$ cat src/rtl/snake_motion.sv
// Snake head motion: advances the head one grid cell every TICK_DIV enabled cycles.
// Build option: define SNAKE_WRAP_AROUND_EN to wrap at the grid edges instead of stopping on a wall hit.
`ifndef TOP_DIR
`define TOP_DIR   2'b00
`endif
`ifndef DOWN_DIR
`define DOWN_DIR  2'b01
`endif
`ifndef LEFT_DIR
`define LEFT_DIR  2'b10
`endif
`ifndef RIGHT_DIR
`define RIGHT_DIR 2'b11
`endif

module snake_motion #(
  parameter int         GRID_W    = 40,
  parameter int         GRID_H    = 30,
  parameter int         X_W       = 6,
  parameter int         Y_W       = 5,
  parameter int         TICK_DIV  = 5000000,
  parameter int         START_X   = 20,
  parameter int         START_Y   = 15,
  parameter logic [1:0] START_DIR = `TOP_DIR
) (
  input  logic           iClk,
  input  logic           iRst,
  input  logic [1:0]     iDirection,
  input  logic           iEnable,
  output logic [X_W-1:0] oHeadX,
  output logic [Y_W-1:0] oHeadY,
  output logic [1:0]     oCurDir,
  output logic           oStep,
  output logic           oHitWall,
  output logic [1:0]     oState
);

  localparam int CNT_W = (TICK_DIV > 2) ? $clog2(TICK_DIV) : 1;
  localparam logic [CNT_W-1:0] CNT_TC = CNT_W'(TICK_DIV - 1);

  typedef enum logic [1:0] {
    ST_IDLE = 2'd0,
    ST_RUN  = 2'd1,
    ST_DEAD = 2'd2
  } state_e;

  state_e           state_q, state_d;
  logic [CNT_W-1:0] cnt_q, cnt_d;
  logic [X_W-1:0]   x_q, x_d, nx;
  logic [Y_W-1:0]   y_q, y_d, ny;
  logic [1:0]       dir_q, dir_d, cand;
  logic             step_q, step_d;
  logic             hit_q, hit_d;
  logic             wall;

  always_ff @(posedge iClk) begin
    if (iRst) begin
      state_q <= ST_IDLE;
      cnt_q   <= '0;
      x_q     <= X_W'(START_X);
      y_q     <= Y_W'(START_Y);
      dir_q   <= START_DIR;
      step_q  <= 1'b0;
      hit_q   <= 1'b0;
    end else begin
      state_q <= state_d;
      cnt_q   <= cnt_d;
      x_q     <= x_d;
      y_q     <= y_d;
      dir_q   <= dir_d;
      step_q  <= step_d;
      hit_q   <= hit_d;
    end
  end

  // Opposite codes differ only in the LSB, so a reversal request keeps the current heading.
  assign cand = (iDirection == (dir_q ^ 2'b01)) ? dir_q : iDirection;

  // Next cell in the candidate direction; wall flags an attempt to leave the grid and
  // the coordinate falls back to the wrapped value.
  always_comb begin
    nx   = x_q;
    ny   = y_q;
    wall = 1'b0;
    unique case (cand)
      `TOP_DIR: begin
        if (y_q == '0) begin wall = 1'b1; ny = Y_W'(GRID_H - 1); end
        else ny = y_q - 1'b1;
      end
      `DOWN_DIR: begin
        if (y_q == Y_W'(GRID_H - 1)) begin wall = 1'b1; ny = '0; end
        else ny = y_q + 1'b1;
      end
      `LEFT_DIR: begin
        if (x_q == '0) begin wall = 1'b1; nx = X_W'(GRID_W - 1); end
        else nx = x_q - 1'b1;
      end
      default: begin
        if (x_q == X_W'(GRID_W - 1)) begin wall = 1'b1; nx = '0; end
        else nx = x_q + 1'b1;
      end
    endcase
  end

  always_comb begin
    state_d = state_q;
    cnt_d   = cnt_q;
    x_d     = x_q;
    y_d     = y_q;
    dir_d   = dir_q;
    step_d  = 1'b0;
    hit_d   = hit_q;
    unique case (state_q)
      ST_IDLE: begin
        // The enabling edge counts as the first enabled cycle of the period.
        if (iEnable) begin
          state_d = ST_RUN;
          cnt_d   = CNT_W'(1);
        end
      end
      ST_RUN: begin
        if (iEnable) begin
          if (cnt_q == CNT_TC) begin
            cnt_d  = '0;
            step_d = 1'b1;
            dir_d  = cand;
`ifdef SNAKE_WRAP_AROUND_EN
            x_d = nx;
            y_d = ny;
`else
            if (wall) begin
              hit_d   = 1'b1;
              state_d = ST_DEAD;
            end else begin
              x_d = nx;
              y_d = ny;
            end
`endif
          end else begin
            cnt_d = cnt_q + 1'b1;
          end
        end
      end
      default: ;
    endcase
  end

  assign oHeadX  = x_q;
  assign oHeadY  = y_q;
  assign oCurDir = dir_q;
  assign oStep   = step_q;
  assign oState  = state_q;
`ifdef SNAKE_WRAP_AROUND_EN
  assign oHitWall = 1'b0;
`else
  assign oHitWall = hit_q;
`endif

endmodule

$ cat config.mk
export PLATFORM = sky130hd
export DESIGN_NAME = snake_motion
export DESIGN_NICKNAME = d
export VERILOG_FILES = /design/src/rtl/snake_motion.sv
export SDC_FILE = /design/constraint.sdc
export NUM_CORES = 1
export LEC_CHECK = 0
export CAP_MARGIN = 10
export CORE_ASPECT_RATIO = 0.75
export CORE_MARGIN = 5
export CORE_UTILIZATION = 33
export CTS_CLUSTER_DIAMETER = 40
export DETAILED_ROUTE_END_ITERATION = 10
export GPL_ROUTABILITY_DRIVEN = 0
export PLACE_DENSITY_LB_ADDON = 0.05
export SLEW_MARGIN = 0
export SYNTH_ARGS = -nofsm -noshare
export SYNTH_HDL_FRONTEND = slang
export SYNTH_SLANG_ARGS = --single-unit
export TNS_END_PERCENT = 100
$ cat constraint.sdc
create_clock -name iClk -period 2.4 [get_ports iClk]
set_input_delay 0.6 -clock iClk [delete_from_list [all_inputs] [get_ports iClk]]
set_output_delay 0.6 -clock iClk [all_outputs]
set_load 0.03 [all_outputs]
---- Word-level counts from Yosys, hierarchy flattened ----
Index checks and enable logic that the tools add are counted.
cells by class
  muxes and demuxes ....................... 22
  reductions and logical operators ........ 14
  equal/unequal tests ..................... 11
  add/subtract/negate cells ............... 5
  bitwise operators ....................... 5
operator list
  operator                                           count
  two-way mux 23 bit                                 3
  one-hot mux 23 bit (2 select lines)                1
  adder 23 x 1 -> 23 bit (second input constant)     1
  == test 23 bit (second input constant)             1
  AND reduction 5 bit                                3
  two-way mux 6 bit                                  2
  one-hot mux 6 bit (2 select lines)                 1
  two-way mux 2 bit                                  5
  two-way mux 5 bit                                  2
  one-hot mux 5 bit (2 select lines)                 1
  != test 2 bit (second input constant)              4
  adder 6 x 1 -> 6 bit (second input constant)       1
  == test 6 bit (second input constant)              1
  zero test 6 bit                                    1
  AND reduction 3 bit                                2
  subtractor 6 x 1 -> 6 bit (second input constant)  1
  adder 5 x 1 -> 5 bit (second input constant)       1
  == test 5 bit (second input constant)              1
  zero test 5 bit                                    1
  two-way mux 1 bit                                  5
  NOT 1 bit                                          5
  subtractor 5 x 1 -> 5 bit (second input constant)  1
  == test 2 x 1 -> 1 bit (second input constant)     2
  zero test 2 bit                                    2
  8 further kinds                                    9
storage, ports and cells
  output and inout bits ................... 17
  word-level logic and storage cells ...... 64
  flip-flop bits (word level) ............. 40
  bits of input ports ..................... 5

---- Longest topological paths before layout ----
Gate-level depths: netlist of the first run.
  word-level depth ........................ 9
  gate-level depth with buffers ........... 8
  gate-level depth less buffers ........... 7

---- Worst setup path after synthesis of the first run ----
OpenSTA, ideal clock, no wires.
  path type ............................... register to register
  from .................................... register y_q[0] (netlist: oHeadY[0])
  to ...................................... register state_q[0] (netlist: oState[0])
  cell stages (with the launch flop) ...... 9
  data arrival time ....................... 2.130 ns
  required time ........................... 2.284 ns
  slack ................................... 0.154 ns
  clock period less this slack ............ 2.246 ns
  library setup time ...................... 0.116 ns
  path buffers ............................ 1
  cells stage by stage .................... dfxtp_1 -> inv_1 -> ha_1 -> nor4b_1 -> nand2_1 -> a32o_1 -> clkbuf_8 -> a21o_1 -> o211a_1
on the way
  cells in the longest elaborated chain, start to end .. 5
  elaborated cells between the ends (all ways) .. 7
  those cells by class .................... 2 x eq/ne; 3 x mux; 2 x reduce/logical
RTL lines
  item                                                     RTL line  text
  start: declaration                                       50        logic [Y_W-1:0] y_q, y_d, ny;
  start signal: assignment                                 61        y_q <= Y_W'(START_Y);
  start signal: assignment                                 69        y_q <= y_d;
  == test 5 bit / zero test 5 bit (equally long branches)  91, 87
  two-way mux 1 bit (on tied branches)                     91, 87
  one-hot mux 1 bit (3 select lines) *                     85        unique case (cand)
  != test 2 bit (no source line) *                         --
  AND reduction 5 bit (no source line) *                   --
  end signal: assignment                                   66        state_q <= state_d;
  end: declaration                                         47        state_e state_q, state_d;
Every way passes the cells marked *; elsewhere a longest branch is shown, timed or not.
A chain may end at the register's enable or synchronous reset.

---- Worst setup path after layout of the first run ----
  from .................................... input iDirection[0]
  to ...................................... register x_q[2] (netlist: oHeadX[2])
on the way
  cells in the longest elaborated chain, start to end .. 6
  elaborated cells between the ends (all ways) .. 11
  those cells by class .................... 3 x eq/ne; 3 x mux; 2 x bitwise; 3 x reduce/logical
RTL lines
  item                                                                             RTL line  text
  start: declaration                                                               28        input logic [1:0] iDirection,
  == test 2 bit                                                                    77        assign cand = (iDirection == (dir_q ^ 2'b01)) ? dir_q : iDirection;
  two-way mux 2 bit *                                                              77
  == test 2 bit, or another cell as far along                                      85
  one-hot mux 1 bit (3 select lines) / OR reduction 2 bit (equally long branches)  --
  NOT 1 bit (no source line)                                                       --
  AND reduction 5 bit (no source line)                                             --
  end signal: assignment                                                           60        x_q <= X_W'(START_X);
  end: declaration                                                                 49        logic [X_W-1:0] x_q, x_d, nx;
Marks and branches as above.

==> summary.txt, run 1 <==
Status: completed
Wire per inst: 16.2 um
Die Wd: 116 um
Final worst path period share: 95.4%
Main synth FF type: dfxtp_1
Synth top cells by count: dfxtp_1, a21oi_1, nor2_1, nand2_1, nand3_1
Syn Nets: 363
Worst-margin pin slew: 0.928 ns
Crit-path max FO: 4
Rows: 29
Seq/Total Area, Yosys: 28.6%
Synth top area cells: dfxtp_1, a21oi_1, nand3_1, nor2_1, ha_1
I/O Pins: 22
Filler instances: 845
Min-Delay Path Class: register to register
Antenna Nets Post-Route: 0
Initial antenna violation count: 0
Area post-placement: 3410 um^2
Worst setup startpoint: iDirection[0]
Layout Skew: 0.00396 ns
Final setup vio count: 0
DIE AREA: 10,400 um^2
Die Y: 89.8 um
Length in cells of the worst reg-to-reg path: 7
Total core area: 8380 um^2
Critical Path End: oHeadX[2]
R2r startpoint: cnt_q[15]
Max-Cap Viols: 0
Layout area overhead: 28.7%
Vias in the first global route: 2,486
Port bufs: 21
Initial Util: 33.4%
Switching portion of total power: 22.2%
Avg Synthesized Cell Area: 8.00 um^2
Period minus WS final: 2.29 ns
H-Tree Depth: 2
Drt first pass iters: 5
Reg-to-reg slack, setup: 0.12 ns
Drt total wl: 8390 um
Reg power frac: 48.1%
Crit Path Class: primary input to register
Routed vias: 2,862
Max-slew violation count: 0
Top-count cell post-synth: dfxtp_1
Syn. warnings: 0
CTS Buffer Depth: 2
DP HPWL: 6280 um
Clk root buf: clkbuf_16
CTS Hold Bufs: 0
First-pass GRT wire length: 13,500 um
Largest net degree at the start of global routing: 26
Total CTS buffers: 5
Grt ovf: 0
Psw: 0.000310 W
Reg2Reg Capture Point: oHeadX[2]
Vias per cell: 5.51
Cell taking the most area after synthesis: dfxtp_1
Post-synth EDFFs: 0
# placed instances: 510
Slew Limit Headroom: 37.9%
Ys async rst share: 0%
Req. time, crit path: 2.56 ns
Worst Path Arrival: 2.45 ns
Register area: 801 um^2
Area occupied by multi-input gates: 1860 um^2
CP Capture Type: register
Max Fclk: 437 MHz
Finished Layout Cells: 519
PwrDens: 388 nW/um^2
Power Internal: 0.00109 W
Setup_tns: 0 ns
Post-synth cell types: 65
DRT iter0 DRCs: 168
Design area: 3600 um^2
Layout Nets: 424
Endpoints failing hold: 0
Clock Sinks: 40
CP startpoint kind: primary input
Pwr Total: 0.00140 W
CTS tree: built
Share of the synthesized area in the top cell type: 28.6%
Logic gate share of total power: 7.2%
Cell Area, Synth: 2800 um^2
Register bit count reported by yosys: 40
Syn Inst Count: 350
Layout cells sized above 1: 20.0%
Peak VDD IR: 288 uV
Worst-Skew Late Latency: 0.28 ns
DRC violations left: 0
Worst-path clk slew: 0.05 ns
Ant diodes: 0
Clk pwr share: 44.8%
GRT Overall Usage: 15.9%
Leak: 1.32 nW
==> area by class of cell <==
class	instances	area share (%)
inverter	18	1.87
clock inverter	1	0.139
clock buffer	6	3.58
sequential	40	22.2
multi-input combinational	274	51.6
tap	108	3.75
timing repair buffer	72	16.8
==> placed cells by master, fill, tap and decap left out, types with 7 or more instances in the layout <==
cell             instances
mux2i_1                  9
buf_4                   50
nand4_1                 16
nor2_1                  27
nand2_1                 25
ha_1                     8
a21oi_1                 33
or3_1                    7
nand3_1                 23
clkdlybuf4s50_1         21
o21ai_0                 15
dfxtp_1                 40
inv_1                   17
==> power groups by stage <==
stage                     combinational, W  sequential [W]  clock (W)
after global placement           0.0000976        0.000686          0
after CTS                        0.0000976        0.000671   0.000650
after floorplan                  0.0000478        0.000688          0
final                             0.000100        0.000671   0.000625
after global routing              0.000109        0.000671   0.000678
after detailed placement         0.0000971        0.000686          0
==> how the worst min path moves through the flow <==
| stage | start | slack (ns) | cells past startpoint | endpoint |
|---|---|---|---|---|
| final | oHitWall | 0.44 | 2 | oHitWall |
| after global routing | oHitWall | 0.47 | 2 | oHitWall |
| after detailed placement | oHitWall | 0.45 | 2 | oHitWall |
| after global placement | oHitWall | 0.44 | 2 | oHitWall |
| after floorplan | cnt_q[22] | 0.47 | 2 | cnt_q[22] |
| after CTS | oHitWall | 0.45 | 2 | oHitWall |
==> per-stage QoR <==
step	setup WS [ns]	util (%)	hold slack, ns
after CTS	0.0576	42.3	0.452
after floorplan	0.154	-	0.465
after global placement	-0.320	40.7	0.443
final	0.110	43.0	0.444
after global routing	-0.00251	43.0	0.474
after detailed placement	-0.218	40.7	0.445
==> metal layers <==
metal	wire length, um	track usage (%)	share of wire (%)
met2	3330	20.4	40
met4	21	2.32	0.25
met5	0	0	0
met1	4580	26.7	55
met3	464	3.09	5.5
==> sequential cells by signal (all words and copies together) (netlist names) <==
register and flops:
cnt_q 23, oHeadX 6, oHeadY 5, oCurDir 2, oState 2, oHitWall 1, oStep 1
==> critical path, stage by stage <==
cell and delay, ns:
clkdlybuf4s50_1 0.44, mux2i_1 0.25, buf_4 0.18, or4b_1 0.45, nand4_1 0.19, buf_4 0.16, a2111oi_4 0.04, mux2i_1 0.12
==> repair_timing <==
action                     4_1_cts  5_1_grt
setup endpoints to repair        3       12
pin swaps                        0        1
resized for setup                1        7
gates cloned                     0        0
buffers inserted                 0        2
==> kinds of logic (layout without fill, tap and decap cells) <==
logic type	Yosys count	in the layout	synth area share (%)
xor gates and xnor gates	4	4	1.25
adders and majority gates	8	8	3.58
AOI/OAI and AO/OA	93	93	23.1
and+or+nand+nor	159	159	33.1
buffers and inverters	36	97	6.75
DFF	40	40	28.6
muxes	10	10	3.62
Note: power is estimated with default switching activity, not from simulation.
==> run 2: changes to the inputs <==
Settings changed: ABC_AREA set to 1, CORE_UTILIZATION 33 to 45.
==> run 2 against run 1 <==
Compared with the run above:
- clock skew up 0.0073 ns
- sequential power about the same
- worst setup slack better by 0.15 ns
- wire length down 22%
- critical endpoint is now oHeadY[2]
- largest cell class unchanged
==> summary.txt, run 2 <==
Drt total wl: 6570 um (was 8390 um)
Total CTS buffers: 5 (unchanged)
Top delay family on crit path: simple AND/OR/NAND/NOR gates (was buffers and inverters)
Ys async rst share: 0% (unchanged)
Avg Synthesized Cell Area: 6.26 um^2 (was 8.00 um^2)
CP bufs+invs: 1 (was 3)
Die Y: 76.6 um (was 89.8 um)
Share of the synthesized area in the top cell type: 30.1% (was 28.6%)
Max-slew violation count: 0 (unchanged)
Rows: 24 (was 29)
CTS Buffer Depth: 2 (unchanged)
Critical path's largest stage delay: 0.53 ns (was 0.45 ns)
Post-synth cell types: 31 (was 65)
PwrDens: 382 nW/um^2 (was 388 nW/um^2)
Total core area: 5770 um^2 (was 8380 um^2)
Max-Cap Viols: 0 (unchanged)
Crit path cell chain: clkdlybuf4s50_1 -> nand2_1 -> nand3_4 -> nand2_2 -> nand3_1 -> nand2_2 -> nor2_4 -> nand2_1 -> nand2_1 -> nand3_1 (was clkdlybuf4s50_1 -> mux2i_1 -> buf_4 -> or4b_1 -> nand4_1 -> buf_4 -> a2111oi_4 -> mux2i_1)
Syn. warnings: 0 (unchanged)
Finished Layout Cells: 530 (was 519)
Worst-Skew Late Latency: 0.29 ns (was 0.28 ns)
Initial Util: 46.2% (was 33.4%)
CP Capture Type: register (unchanged)
DIE AREA: 7570 um^2 (was 10,400 um^2)
Top-count cell post-synth: nand2_1 (was dfxtp_1)
Synth top cells by count: nand2_1, inv_1, nor2_1, nand3_1, dfxtp_1 (was dfxtp_1, a21oi_1, nor2_1, nand2_1, nand3_1)
Slew Limit Headroom: 73.0% (was 37.9%)
Layout area overhead: 15.1% (was 28.7%)
Post-cts sizing count: 0 (was 1)
Period minus WS final: 2.14 ns (was 2.29 ns)
Filler instances: 634 (was 845)
Crit Path Class: primary input to register (unchanged)
Layout Nets: 465 (was 424)
Status: completed (unchanged)
Layout cells sized above 1: 7.96% (was 20.0%)
Worst-path clk slew: 0.07 ns (was 0.05 ns)
Syn Nets: 438 (was 363)
CTS tree: built (unchanged)
Initial antenna violation count: 0 (unchanged)
GRT Overall Usage: 17.5% (was 15.9%)
Cell taking the most area after synthesis: dfxtp_1 (unchanged)
Clk root buf: clkbuf_8 (was clkbuf_16)
Slowest library cell on the worst path: clkdlybuf4s50_1 (was or4b_1)
Routed vias: 2,718 (was 2,862)
Most used cell, CP: nand2_1
Area occupied by multi-input gates: 1620 um^2 (was 1860 um^2)
DRC violations left: 0 (unchanged)
Setup_tns: 0 ns (unchanged)
Min-Delay Path Class: register to register (unchanged)
Unrepaired setup endpoints after global routing: no
I/O Pins: 22 (unchanged)
Crit-path max FO: 15 (was 4)
Largest register FFs: 23 (unchanged)
DRT iter0 DRCs: 140 (was 168)
Biggest register: cnt_q (unchanged)
Syn Inst Count: 425 (was 350)
DP HPWL: 4840 um (was 6280 um)
Port bufs: 21 (unchanged)
Antenna Nets Post-Route: 0 (unchanged)
Die Wd: 98.8 um (was 116 um)
Wire per inst: 12.4 um (was 16.2 um)
Register bit count reported by yosys: 40 (unchanged)
Peak VDD IR: 266 uV (was 288 uV)
Grt ovf: 0 (unchanged)
Seq/Total Area, Yosys: 30.1% (was 28.6%)
Largest net degree at the start of global routing: 22 (was 26)
Most frequent cells in the layout: nand2_1, inv_1, nor2_1 (was buf_4, dfxtp_1, a21oi_1)
Endpoints failing hold: 0 (unchanged)
# placed instances: 523 (was 510)
H-Tree Depth: 2 (unchanged)
Vias in the first global route: 2,374 (was 2,486)
CP startpoint kind: primary input (unchanged)
Synth top area cells: dfxtp_1, nand2_1, nand3_1, inv_1, nor2_1 (was dfxtp_1, a21oi_1, nand3_1, nor2_1, ha_1)
Vias per cell: 5.13 (was 5.51)
Pre-CTS setup slack: -0.00988 ns (was -0.218 ns)
Post-synth EDFFs: 0 (unchanged)
Main synth FF type: dfxtp_1 (unchanged)
Drt first pass iters: 5 (unchanged)
CTS Hold Bufs: 0 (unchanged)
Req. time, crit path: 2.57 ns (was 2.56 ns)
Worst-margin pin slew: 0.404 ns (was 0.928 ns)
Final setup vio count: 0 (unchanged)
Final worst path period share: 89.1% (was 95.4%)
Leak: 1.30 nW (was 1.32 nW)
First-pass GRT wire length: 11,100 um (was 13,500 um)
Layout Skew: 0.0112 ns (was 0.00396 ns)
Ant diodes: 0 (unchanged)
Leading cell type in the layout, fill and taps excluded: nand2_1 (was buf_4)
Worst Path Arrival: 2.30 ns (was 2.45 ns)
Register area: 801 um^2 (unchanged)
Clock Sinks: 40 (unchanged)
# Post-CTS Setup Buffers: 0 (unchanged)
Cell Area, Synth: 2660 um^2 (was 2800 um^2)
Max Fclk: 468 MHz (was 437 MHz)
PnR worst setup slack: 0.262 ns (was 0.110 ns)
## run 2: worst reg2reg max path, cell delays in order (launching register included)
cell     delay, ns
dfxtp_1       0.49
inv_1         0.13
ha_1          0.21
nand3_1       0.12
nor2_1        0.07
nand4_1       0.11
nand2_2       0.08
nor2_4        0.33
nand2_1       0.19
nand2_1       0.10
nand3_1       0.07
## run 2: path summary, 6_finish.rpt
check	start	end	slack, ns	cells past startpoint
setup / recovery	iDirection[1]	oHeadY[2]	0.26	10
hold / removal	cnt_q[22]	cnt_q[22]	0.48	2
setup reg to reg	oHeadX[1]	oHeadY[2]	0.39	10
hold reg to reg	cnt_q[22]	cnt_q[22]	0.48	2
## run 2: layout make-up
| type | count | area share (%) |
|---|---|---|
| Timing Repair Buffer | 30 | 9.06 |
| Sequential cell | 40 | 26.1 |
| Clock inverter | 1 | 0.163 |
| Tap cell | 78 | 3.18 |
| Inverter | 52 | 6.37 |
| Multi-Input combinational cell | 323 | 52.7 |
| Clock buffer | 6 | 2.37 |
## run 2: report_power, final
| part | internal, W | total, W | switching, W |
|---|---|---|---|
| Sequential | 0.000666 | 0.000669 | 0.00000282 |
| Clock | 0.000198 | 0.000423 | 0.000225 |
| Combinational | 0.0000273 | 0.0000776 | 0.0000503 |
| Total | 0.000891 | 0.00117 | 0.000278 |
## run 2: metrics by stage
step	utilization, %	area, um^2	hold WS, ns	power, W
floorplan	-	2660	0.455	0.000732
global placement	51.8	2990	0.471	0.000762
detailed placement	51.8	2990	0.467	0.000762
CTS	53.1	3060	0.480	0.00118
global route	53.1	3060	0.500	0.00123
finish	53.1	3060	0.479	0.00117
## run 2: cells by family after synthesis
logic type	Yosys count	synth area share, %
XOR/XNOR	6	1.97
AO/OA/AOI/OAI	63	12.9
buffers and inverters	62	9.26
flip-flops	40	30.1
adder cells (fa/ha/maj)	8	3.76
AND/OR/NAND/NOR	246	42.1
## run 2: metal layers
| metal | global-route usage, % | part of all wire (%) | up-vias |
|---|---|---|---|
| li1 | - | - | 1429 |
| met1 | 27.2 | 54 | 1216 |
| met2 | 24.1 | 39 | 68 |
| met3 | 3.57 | 5.4 | 5 |
| met4 | 4.50 | 0.96 | 0 |
| met5 | 0 | 0 | - |
==> run 3: changes to the inputs <==
Settings changed: CTS_CLUSTER_SIZE set to 14, SKIP_LAST_GASP set to 1.
==> results of run 3 <==
Final layout, timing and power as in run 2 (identical DEF).
